File: src/rtl/fpu_pkg.sv
// Shared types and constants for the parametrised floating-point add/sub unit.
package fpu_pkg;

   // Guard, round and sticky bits carried below the mantissa LSB
   localparam int GRS_W = 3;

   // One-hot result flags; several may be ORed together on one result
   typedef enum logic [3:0] {
      ST_EXACT     = 4'b0001,
      ST_INEXACT   = 4'b0010,
      ST_OVERFLOW  = 4'b0100,
      ST_UNDERFLOW = 4'b1000
   } status_t;

   // Controller states; one operation walks through all of them in order
   typedef enum logic [2:0] {
      IDLE,
      ALIGN,
      OPERATE,
      NORMALIZE,
      ROUND
   } state_t;

endpackage

File: src/rtl/fpu_lzc.sv
// Combinational leading-zero counter; an all-zero input returns WIDTH.
module fpu_lzc #(
   parameter int WIDTH = 29,
   localparam int CW = $clog2(WIDTH + 1)
) (
   input  logic [WIDTH-1:0] value,
   output logic [CW-1:0]    count
);

   // Scan upward so the highest set bit is the last one to write the count
   always_comb begin
      // NOTE: default before the loop so every path assigns count (no latch).
      count = CW'(WIDTH);
      for (int i = 0; i < WIDTH; i++) begin
         if (value[i]) count = CW'(WIDTH - 1 - i);
      end
   end

endmodule

File: src/rtl/fpu_addsub_param.sv
// Handshaked floating-point adder/subtractor: sign | EXP_W exponent | MAN_W
// mantissa with hidden 1, fixed 4-cycle latency, round-to-nearest-even,
// saturating overflow and flush-to-zero underflow.
module fpu_addsub_param
   import fpu_pkg::*;
#(
   parameter int EXP_W = 6,
   parameter int MAN_W = 25,
   localparam int W = 1 + EXP_W + MAN_W
) (
   input  logic         clock100KHz,
   input  logic         reset,
   input  logic         start,
   input  logic         op_sub,
   input  logic [W-1:0] op_A_in,
   input  logic [W-1:0] op_B_in,
   output logic         busy,
   output logic         done,
   output logic [W-1:0] data_out,
   output logic [3:0]   status_out
);

   localparam int M   = MAN_W + 1;          // mantissa with hidden bit
   localparam int EXT = M + GRS_W;          // mantissa plus guard/round/sticky
   localparam int CW  = $clog2(EXT + 1);
   // Signed working exponent, wide enough for +1 carries and -EXT shifts
   localparam int XW  = ((EXP_W > CW) ? EXP_W : CW) + 2;
   localparam logic signed [XW-1:0] EXP_MAX = XW'(2**EXP_W - 1);
   localparam logic signed [XW-1:0] EXP_MIN = XW'(1);

   state_t                 state;
   logic [W-1:0]           a_q, b_q;
   logic                   sub_q;
   logic [EXT-1:0]         big_q, small_q;
   logic [EXT:0]           sum_q;
   logic [EXT-2:0]         norm_q;
   logic signed [XW-1:0]   exp_q;
   logic                   sign_q, eff_sub_q, ovf_in_q, zero_q, unf_q;

   // Alignment signals
   logic [EXP_W-1:0] exp_a, exp_b, exp_big, exp_small, exp_diff;
   logic [M-1:0]     man_a, man_b, man_big, man_small;
   logic             sign_a, sign_b, sign_big, swap, lost;
   logic [EXT-1:0]   small_ext, aligned;

   // Order operands by magnitude and shift the smaller one into place
   always_comb begin
      exp_a  = a_q[W-2 -: EXP_W];
      exp_b  = b_q[W-2 -: EXP_W];
      man_a  = {(exp_a != '0) || (a_q[MAN_W-1:0] != '0), a_q[MAN_W-1:0]};
      man_b  = {(exp_b != '0) || (b_q[MAN_W-1:0] != '0), b_q[MAN_W-1:0]};
      sign_a = a_q[W-1];
      sign_b = b_q[W-1] ^ sub_q;
      // Keeping the larger magnitude on the "big" side means subtraction
      // never goes negative and the result sign is simply sign_big.
      swap      = {exp_b, man_b} > {exp_a, man_a};
      exp_big   = swap ? exp_b  : exp_a;
      exp_small = swap ? exp_a  : exp_b;
      man_big   = swap ? man_b  : man_a;
      man_small = swap ? man_a  : man_b;
      sign_big  = swap ? sign_b : sign_a;
      exp_diff  = exp_big - exp_small;
      small_ext = {man_small, {GRS_W{1'b0}}};
      // Shifts beyond EXT leave nothing but the sticky bit, which this
      // mask-based form already yields.
      lost      = |(small_ext & ~({EXT{1'b1}} << exp_diff));
      aligned   = (small_ext >> exp_diff) | EXT'(lost);
   end

   // Add or subtract aligned magnitudes with one carry bit
   logic [EXT:0] sum_d;
   always_comb begin
      if (eff_sub_q) sum_d = {1'b0, big_q} - {1'b0, small_q};
      else           sum_d = {1'b0, big_q} + {1'b0, small_q};
   end

   // Normalisation signals
   logic [CW-1:0]        lz_count;
   logic [EXT-2:0]       norm_d;
   logic signed [XW-1:0] exp_n;
   logic                 zero_d, unf_d;

   fpu_lzc #(.WIDTH(EXT)) u_lzc (
      .value (sum_q[EXT-1:0]),
      .count (lz_count)
   );

   // Single-step normalise; the hidden bit is dropped from the stored value
   always_comb begin
      if (sum_q[EXT]) begin
         norm_d = {sum_q[EXT-1:2], sum_q[1] | sum_q[0]};
         exp_n  = exp_q + XW'(1);
      end else begin
         norm_d = (EXT-1)'(sum_q[EXT-1:0] << lz_count);
         exp_n  = exp_q - XW'(lz_count);
      end
      zero_d = (sum_q == '0);
      unf_d  = !zero_d && (exp_n < EXP_MIN);
   end

   // Rounding and result packing
   logic [MAN_W-1:0]     man_r;
   logic                 man_carry, round_up, inexact;
   logic signed [XW-1:0] exp_r;
   logic [W-1:0]         result_d;
   logic [3:0]           status_d;

   // Round to nearest even, then pick saturated, flushed, zero or normal result
   always_comb begin
      round_up = norm_q[2] & (norm_q[1] | norm_q[0] | norm_q[3]);
      inexact  = |norm_q[2:0];
      {man_carry, man_r} = {1'b0, norm_q[EXT-2:GRS_W]} + (MAN_W+1)'(round_up);
      exp_r = exp_q + XW'(man_carry);
      if (ovf_in_q || (!zero_q && !unf_q && exp_r >= EXP_MAX)) begin
         result_d = {sign_q, {EXP_W{1'b1}}, {MAN_W{1'b0}}};
         status_d = ST_OVERFLOW | (inexact ? ST_INEXACT : 4'b0000);
      end else if (zero_q) begin
         result_d = '0;
         status_d = ST_EXACT;
      end else if (unf_q) begin
         result_d = {sign_q, {(W-1){1'b0}}};
         status_d = ST_UNDERFLOW | ST_INEXACT;
      end else begin
         result_d = {sign_q, exp_r[EXP_W-1:0], man_r};
         status_d = inexact ? ST_INEXACT : ST_EXACT;
      end
   end

   // Controller, pipeline state and registered handshake/result outputs
   always_ff @(posedge clock100KHz) begin
      // NOTE: non-blocking assignments so every register samples pre-edge values.
      if (reset) begin
         state      <= IDLE;
         busy       <= 1'b0;
         done       <= 1'b0;
         data_out   <= '0;
         status_out <= '0;
         a_q        <= '0;
         b_q        <= '0;
         sub_q      <= 1'b0;
         big_q      <= '0;
         small_q    <= '0;
         sum_q      <= '0;
         norm_q     <= '0;
         exp_q      <= '0;
         sign_q     <= 1'b0;
         eff_sub_q  <= 1'b0;
         ovf_in_q   <= 1'b0;
         zero_q     <= 1'b0;
         unf_q      <= 1'b0;
      end else begin
         done <= 1'b0;
         case (state)
            IDLE: begin
               if (start) begin
                  a_q   <= op_A_in;
                  b_q   <= op_B_in;
                  sub_q <= op_sub;
                  busy  <= 1'b1;
                  state <= ALIGN;
               end
            end
            ALIGN: begin
               big_q     <= {man_big, {GRS_W{1'b0}}};
               small_q   <= aligned;
               exp_q     <= XW'(exp_big);
               sign_q    <= sign_big;
               eff_sub_q <= sign_a ^ sign_b;
               ovf_in_q  <= (&exp_a) | (&exp_b);
               state     <= OPERATE;
            end
            OPERATE: begin
               sum_q <= sum_d;
               state <= NORMALIZE;
            end
            NORMALIZE: begin
               norm_q <= norm_d;
               exp_q  <= exp_n;
               zero_q <= zero_d;
               unf_q  <= unf_d;
               state  <= ROUND;
            end
            ROUND: begin
               data_out   <= result_d;
               status_out <= status_d;
               done       <= 1'b1;
               busy       <= 1'b0;
               state      <= IDLE;
            end
            default: state <= IDLE;
         endcase
      end
   end

endmodule

File: config.mk
export PLATFORM = sky130hd
export DESIGN_NAME = fpu_addsub_param
export DESIGN_NICKNAME = d
export VERILOG_FILES = /design/src/rtl/fpu_pkg.sv /design/src/rtl/fpu_lzc.sv /design/src/rtl/fpu_addsub_param.sv
export SDC_FILE = /design/constraint.sdc
export NUM_CORES = 1
export LEC_CHECK = 0
export CELL_PAD_IN_SITES_DETAIL_PLACEMENT = 1
export CELL_PAD_IN_SITES_GLOBAL_PLACEMENT = 1
export CORE_ASPECT_RATIO = 0.8
export CORE_MARGIN = 2
export CORE_UTILIZATION = 40
export DETAILED_ROUTE_END_ITERATION = 8
export GPL_ROUTABILITY_DRIVEN = 0
export HOLD_SLACK_MARGIN = 0.1
export PLACE_DENSITY_LB_ADDON = 0.15
export SLEW_MARGIN = 5
export SYNTH_ARGS = -nofsm -noshare
export SYNTH_HDL_FRONTEND = slang
export SYNTH_SLANG_ARGS = --single-unit
export TNS_END_PERCENT = 20
File: constraint.sdc
create_clock -name clock100KHz -period 7.35 [get_ports clock100KHz]
set_input_delay 0.735 -clock clock100KHz [delete_from_list [all_inputs] [get_ports clock100KHz]]
set_output_delay 0.735 -clock clock100KHz [all_outputs]
set_load 0.02 [all_outputs]
==> out/metrics.yaml, run 1 <==
global_route:
  grt_overflow: 0
  track_usage_pct: 29.2
  grt_max_degree: 99
  antenna_found_initial: 0
  grt_pass1_wl_um: 105000
  grt_pass1_vias: 17700
drt:
  drc: 0
  final_antenna_net_count: 0
  vias: 18000
  firstDrtPassIters: 5
  wire_per_inst_um: 22.9
  drt_iter0_drc: 2073
  routed_wl_um: 67300
  vias_per_cell: 6.14
cells_and_area:
  multi_input_area_um2: 11700
  final_common_cell: "nand2_1"
  final_cell_mix: "339 x nand2_1, 299 x nor2_1, 232 x dfxtp_1"
  num-fill-cells: 5340
  drive_gt1_share_pct: 5.77
  area_delta_synth_final_pct: 13.1
  fin_nets: 2518
  n_antenna_cell: 0
  ff_latch_area_um2: 4640
  final_cells: 2933
cts:
  cts_max_path_buffers: 3
  cts_setup_buffers: 0
  cts_hold_buffers: 0
  cts_num_sinks: 232
  clk_pin_slew_ns: 0.06
  post_cts_resized: 0
  cts-root-buf: "clkbuf_16"
  cts_tree: "built"
  h-tree-depth: 1
  cts_buffers: 28
  clkLatencyLatePin_ns: 0.59
floorplanning:
  die_area_um2: 45300
  initial_core_util_pct: 40.5
  die_h_um: 191
  core_area_um2: 43100
  ios: 106
  die_x_um: 237
  rows: 68
sta:
  max_slew.worst_pin.slew_ns: 1.24
  fin_crit_sh_pct: 87.7
  drv_slew: 0
  clock_skew_ns: 0.0223
  finalCriticalPeriod_ns: 6.44
  rsz0062_at_grt: "no"
  setup_slack_ns: 0.906
  fmax_mhz: 155
  fin_tns_setup_ns: 0
  finalHoldViolCount: 0
  fin_hold_ws_ns: 0.469
  setup_viol: 0
  slew_headroom_pct: 17.1
pwr:
  combPwrFrac_pct: 46.7
  power_density_nw_per_um2: 283
  intPower_mw: 3.14
  ir_drop_uv: 167
  pwr-share-clk_pct: 26.0
  p_leak_nw: 7.61
  p_seq_share_pct: 27.2
  swShare_pct: 43.8
  net-switching-power_mw: 2.45
setup_path:
  worstPathArrival_ns: 6.89
  reg2reg_to: "small_q[0]"
  endpoint_kind: "flip-flop"
  ff2ff_path_depth: 19
  crit_required_ns: 7.80
  start_kind: "flip-flop"
  crit_type: "reg2reg"
  cp_max_fo: 32
  regToRegSetupSlack_ns: 0.91
  r2r_start: "b_q[4]"
synth:
  ys_seq_area_share_pct: 26.6
  syn_inst: 2358
  synthMuxAreaShare_pct: 10.3
  ys_types: 84
  synth_simple_gate_area_share_pct: 22.3
  synth_compound_area_share_pct: 23.9
  synthArstFlopShare_pct: 0
  ys.flop_type: "dfxtp_1"
  avgSynthCellArea_um2: 7.40
  synth_seq_cells: 232
  synth_fa_ha_area_share_pct: 7.12
  synth_top_family_by_area: "compound AO/OA/AOI/OAI gates"
  synth-edff-count: 0
  synth_nets: 2524
  ys.warnings.count: 0
  syn_area_um2: 17400
  synth-xor-area-share_pct: 3.42
placed_design:
  hpwl_um: 50300
  post-place-ws_ns: 1.06
  dp.cells: 2882
  port_buffers: 105
hold_path:
  hold_path_depth: 2
  hold_path.class: "reg2reg"
  hp-start: "data_out[31]"
  hold-path-endpoint: "data_out[31]"
job:
  drv_cap: 0
outcome:
  outcome: "completed"
==> logic make-up after synthesis <==
logic type,after synthesis
AOI/OAI and AO/OA,639
xor gates and xnor gates,66
adders and majority gates,98
buffers and inverters,279
DFF,232
muxes,155
and+or+nand+nor,889
==> flip-flops by register name, summed over array words and instances (netlist names), 3 cells and up <==
name and flops:
exp_q 8, b_q 32, sum_q 30, state 3, big_q 26, small_q 29, data_out 32, norm_q 28
a_q 32, status_out 4
==> per-layer routing <==
metal	up-vias	wire length [µm]	track usage (%)
met4	0	1350	6.27
met5	-	0	0
li1	8397	-	-
met2	605	27300	41.7
met3	82	5630	6.43
met1	8912	33000	44.2
==> cell usage after synthesis, types with 8 or more instances <==
library cell,number,area [µm²]
nand2_1,339,1270
nor2_1,300,1130
dfxtp_1,232,4640
a21oi_1,212,1060
clkbuf_1,134,503
mux2i_1,122,1220
inv_1,107,402
o21ai_0,97,485
ha_1,96,1200
nor3_1,63,315
xnor2_1,46,403
nand3_1,45,225
a211oi_1,42,315
a22oi_1,42,315
a31oi_1,32,200
a311oi_1,28,245
nor4_1,22,138
o22ai_1,22,138
a221oi_1,21,184
nand4_1,21,131
nor2b_1,19,119
o211ai_1,19,143
xor2_1,19,166
and3_1,17,106
mux4_2,17,383
buf_2,16,80.1
a21o_1,15,113
mux2_2,15,169
nand2b_1,14,87.6
and2_1,13,81.3
buf_1,13,48.8
a2111oi_0,9,78.8
o21a_1,9,67.6
o31ai_1,9,67.6
o21bai_1,8,60.1
o221ai_1,8,70.1
==> layout make-up <==
type / instances / area share (%)
multi-input combinational: 1847 / 59.5
sequential: 232 / 23.6
timing repair buffer: 133 / 6.40
clock buffer: 33 / 3.80
tap: 560 / 3.55
inverter: 110 / 2.11
clock inverter: 18 / 1.07
==> power by group through the flow <==
stage	logic [mW]	clock network (mW)	registers [mW]
after floorplan	1.91	0	1.44
after global routing	2.83	1.53	1.53
after global placement	2.48	0	1.54
final	2.61	1.45	1.52
after CTS	2.56	1.48	1.52
after detailed placement	2.54	0	1.54
==> worst max-delay path by stage <==
stage	cells past startpoint	startpoint	end	slack, ns
after floorplan	22	b_q[4]	small_q[0]	1.93
after detailed placement	19	b_q[4]	small_q[0]	1.06
after CTS	19	b_q[4]	small_q[0]	1.01
after global placement	19	b_q[4]	small_q[0]	1.34
after global routing	20	b_q[4]	small_q[0]	0.49
final	19	b_q[4]	small_q[0]	0.91
==> critical path: stages (launching register included) <==
cell and delay [ns]:
dfxtp_1 0.40, nor2_1 0.23, or4b_2 0.63, nor4_1 0.38
inv_1 0.12, ha_1 0.32, nand4_1 0.17, nor4_4 0.38
o21ai_1 0.16, a21o_1 0.42, a21oi_4 0.26, mux2i_1 0.36
ha_1 0.48, inv_2 0.12, buf_4 0.42, mux4_2 0.58
o21ai_0 0.19, o221ai_1 0.14, nor4_1 0.41, a31oi_1 0.13
==> per-stage QoR <==
stage,utilization [%],area [µm²],power [mW]
finish,45.8,19700,5.59
global route,45.8,19700,5.89
CTS,45.8,19700,5.55
global placement,43.6,18800,4.02
detailed placement,43.6,18800,4.09
floorplan,-,17400,3.35
(Power assumes the default switching activity.)
==> run 2, diff against run 1 <==
- ABC_AREA: default -> 1
- REMOVE_ABC_BUFFERS: default -> 1
==> out/metrics.yaml, run 2 <==
setup_path:
  worst_path_most_repeated_cell: "nand2_1"
  critical_path_buf_inv_count: 5  # +2
  ff2ff_path_depth: 29  # +10
  r2r_start: "b_q[13]"
  regToRegSetupSlack_ns: 1.23  # +0.32 ns
  endpoint_kind: "flip-flop"
  cp_slowest_stage_delay_ns: 0.92  # +0.29 ns
  cp.depth: 29  # +10
  crit_type: "reg2reg"
  crit_slowest_cell: "nor4_1"
  start_kind: "flip-flop"
  cp_max_fo: 46  # +44%
  reg2reg_to: "small_q[0]"
  worstPathArrival_ns: 6.60  # -0.29 ns
  cpLargestDelayFamily: "simple AND/OR/NAND/NOR gates"
  crit_required_ns: 7.82  # +0.02 ns
sta:
  fin_tns_setup_ns: 0  # unchanged
  max_slew.worst_pin.slew_ns: 1.13  # -0.111 ns
  finalCriticalPeriod_ns: 6.12  # -0.321 ns
  rsz0062_at_grt: "no"
  setup_slack_ns: 1.23  # +0.321 ns
  drv_slew: 0  # unchanged
  fmax_mhz: 163  # +5.2%
  clock_skew_ns: 0.0255  # +0.00322 ns
  slew_headroom_pct: 23.6  # +6.5 points
  fin_hold_ws_ns: 0.464  # -0.00529 ns
  fin_crit_sh_pct: 83.3  # -4.4 points
  setup_viol: 0  # unchanged
  finalHoldViolCount: 0  # unchanged
pwr:
  power_density_nw_per_um2: 319  # +13%
  pwr-share-clk_pct: 23.8  # -2.2 points
  net-switching-power_mw: 2.96  # +21%
  p_total_mw: 6.06  # +8.4%
  swShare_pct: 48.9  # +5.1 points
  intPower_mw: 3.09  # -1.5%
  ir_drop_uv: 188  # +12%
  combPwrFrac_pct: 51.8  # +5.1 points
  p_leak_nw: 8.35  # +9.8%
  p_seq_share_pct: 24.4  # -2.8 points
synth:
  ys.flop_type: "dfxtp_1"
  syn_inst: 2666  # +13%
  synth_seq_cells: 232  # unchanged
  avgSynthCellArea_um2: 6.31  # -15%
  ys_types: 62  # -26%
  ys_top_cells_by_area: "dfxtp_1 28%, nand2_1 13%, a21oi_1 11%, o21ai_0 7.7%, ha_1 7.1%"
  synth_top_area_share_pct: 27.6  # +0.98 points
  synthArstFlopShare_pct: 0  # unchanged
  yosysMostFrequentCell: "nand2_1"
  netlist_top_cells_count: "587 x nand2_1, 356 x a21oi_1, 299 x inv_1"
  ys.warnings.count: 0  # unchanged
  syn_area_um2: 16800  # -3.6%
  synth-edff-count: 0  # unchanged
  ys_seq_area_share_pct: 27.6  # +0.98 points
  synth_largest_area_cell: "dfxtp_1"
drt:
  vias: 18500  # +3.0%
  routed_wl_um: 63600  # -5.5%
  drc: 0  # unchanged
  drt_iter0_drc: 1694  # -18%
  wire_per_inst_um: 19.6  # -15%
  firstDrtPassIters: 6  # +1
  final_antenna_net_count: 0  # unchanged
  vias_per_cell: 5.72  # -6.8%
placed_design:
  port_buffers: 105  # unchanged
  hpwl_um: 47900  # -4.7%
  dp.cells: 3194  # +11%
  post-place-ws_ns: 1.46  # +0.400 ns
  dpl_cell_area_um2: 18000  # -3.8%
cells_and_area:
  final_cells: 3242  # +11%
  final_cell_mix: "587 x nand2_1, 356 x a21oi_1, 297 x inv_1"
  postLayoutCellArea_um2: 19000  # -3.7%
  final_common_cell: "nand2_1"
  drive_gt1_share_pct: 3.98  # -1.8 points
  area_delta_synth_final_pct: 12.9
  fin_nets: 2837  # +13%
  reg.largest.list: "a_q x32, b_q x32, data_out x32"
  fin_util_pct: 45.6  # -0.23 points
  n_antenna_cell: 0  # unchanged
floorplanning:
  core_area_um2: 41700  # -3.2%
  die_area_um2: 43700  # -3.5%
  initial_core_util_pct: 40.4  # -0.14 points
  ios: 106  # unchanged
  rows: 67  # -1.5%
  die_h_um: 187  # -1.8%
  die_x_um: 233  # -1.8%
global_route:
  antenna_found_initial: 0  # unchanged
  grt_overflow: 0  # unchanged
  grt_max_degree: 98  # -1.0%
  grt_pass1_vias: 18300  # +3.2%
  track_usage_pct: 28.7  # -0.49 points
  grt_pass1_wl_um: 101000  # -3.2%
hold_path:
  hp-start: "data_out[19]"
  hold_path_depth: 2  # unchanged
  hold_path.class: "reg2reg"
  hold-path-endpoint: "data_out[19]"
cts:
  cts_max_path_buffers: 3  # unchanged
  h-tree-depth: 1  # unchanged
  clk_pin_slew_ns: 0.06  # about the same
  cts-root-buf: "clkbuf_16"
  cts_hold_buffers: 0  # unchanged
  post_cts_resized: 0  # unchanged
  cts_num_sinks: 232  # unchanged
  cts_tree: "built"
  cts_setup_buffers: 0  # unchanged
  clkLatencyLatePin_ns: 0.59  # about the same
  cts_buffers: 27  # -3.6%
outcome:
  outcome: "completed"
job:
  drv_cap: 0  # unchanged
[run 2: changes by cell type after synthesis, sizes merged, moves of 25 or more]
cell,change
nor3,-45
nand3,+193
nor2,-162
a21oi,+143
a211oi,-28
clkbuf,-25
xnor2,-45
mux2i,-120
nand2,+258
a311oi,-28
inv,+196
o21ai,+225
a22oi,-41
[run 2: logic make-up after synthesis]
logic type	after synthesis	synth area share (%)
adders and majority gates	98	7.38
muxes	3	0.179
DFF	232	27.6
and+or+nand+nor	1055	26.9
xor gates and xnor gates	39	2.03
AOI/OAI and AO/OA	776	24.9
buffers and inverters	463	11.1
[run 2: worst max-delay path by stage]
stage	from	to	slack [ns]
finish	b_q[13]	small_q[0]	1.23
global route	norm_q[3]	data_out[13]	0.84
CTS	b_q[13]	small_q[15]	1.41
detailed placement	b_q[13]	small_q[15]	1.46
global placement	b_q[13]	small_q[0]	1.70
floorplan	a_q[25]	small_q[15]	2.15
[run 2: tightest hold or removal path, cell delays in order, from the launching register on]
cell and delay, ns:
dfxtp_1 0.31, nand2_1 0.06, a21oi_1 0.05
[run 2: per-layer routing]
metal	vias to the layer above	wire, µm	track usage [%]
li1	8957	-	-
met1	8953	31400	43.4
met2	570	25800	41.8
met3	63	5420	6.49
met4	0	946	4.46
met5	-	0	0
[run 2: area by class of cell]
type	count	area, µm²
tap	552	691
multi-input combinational	1971	10300
clock inverter	10	149
sequential	232	4640
inverter	313	1180
timing repair buffer	126	1210
fill	5587	22700
clock buffer	38	787
[run 2: power by group through the flow]
stage	Combinational [mW]	Sequential, mW	Clock (mW)
after CTS	3.05	1.47	1.47
after global routing	3.47	1.49	1.52
after detailed placement	3.03	1.50	0
after floorplan	2.05	1.45	0
final	3.14	1.48	1.44
after global placement	2.95	1.49	0
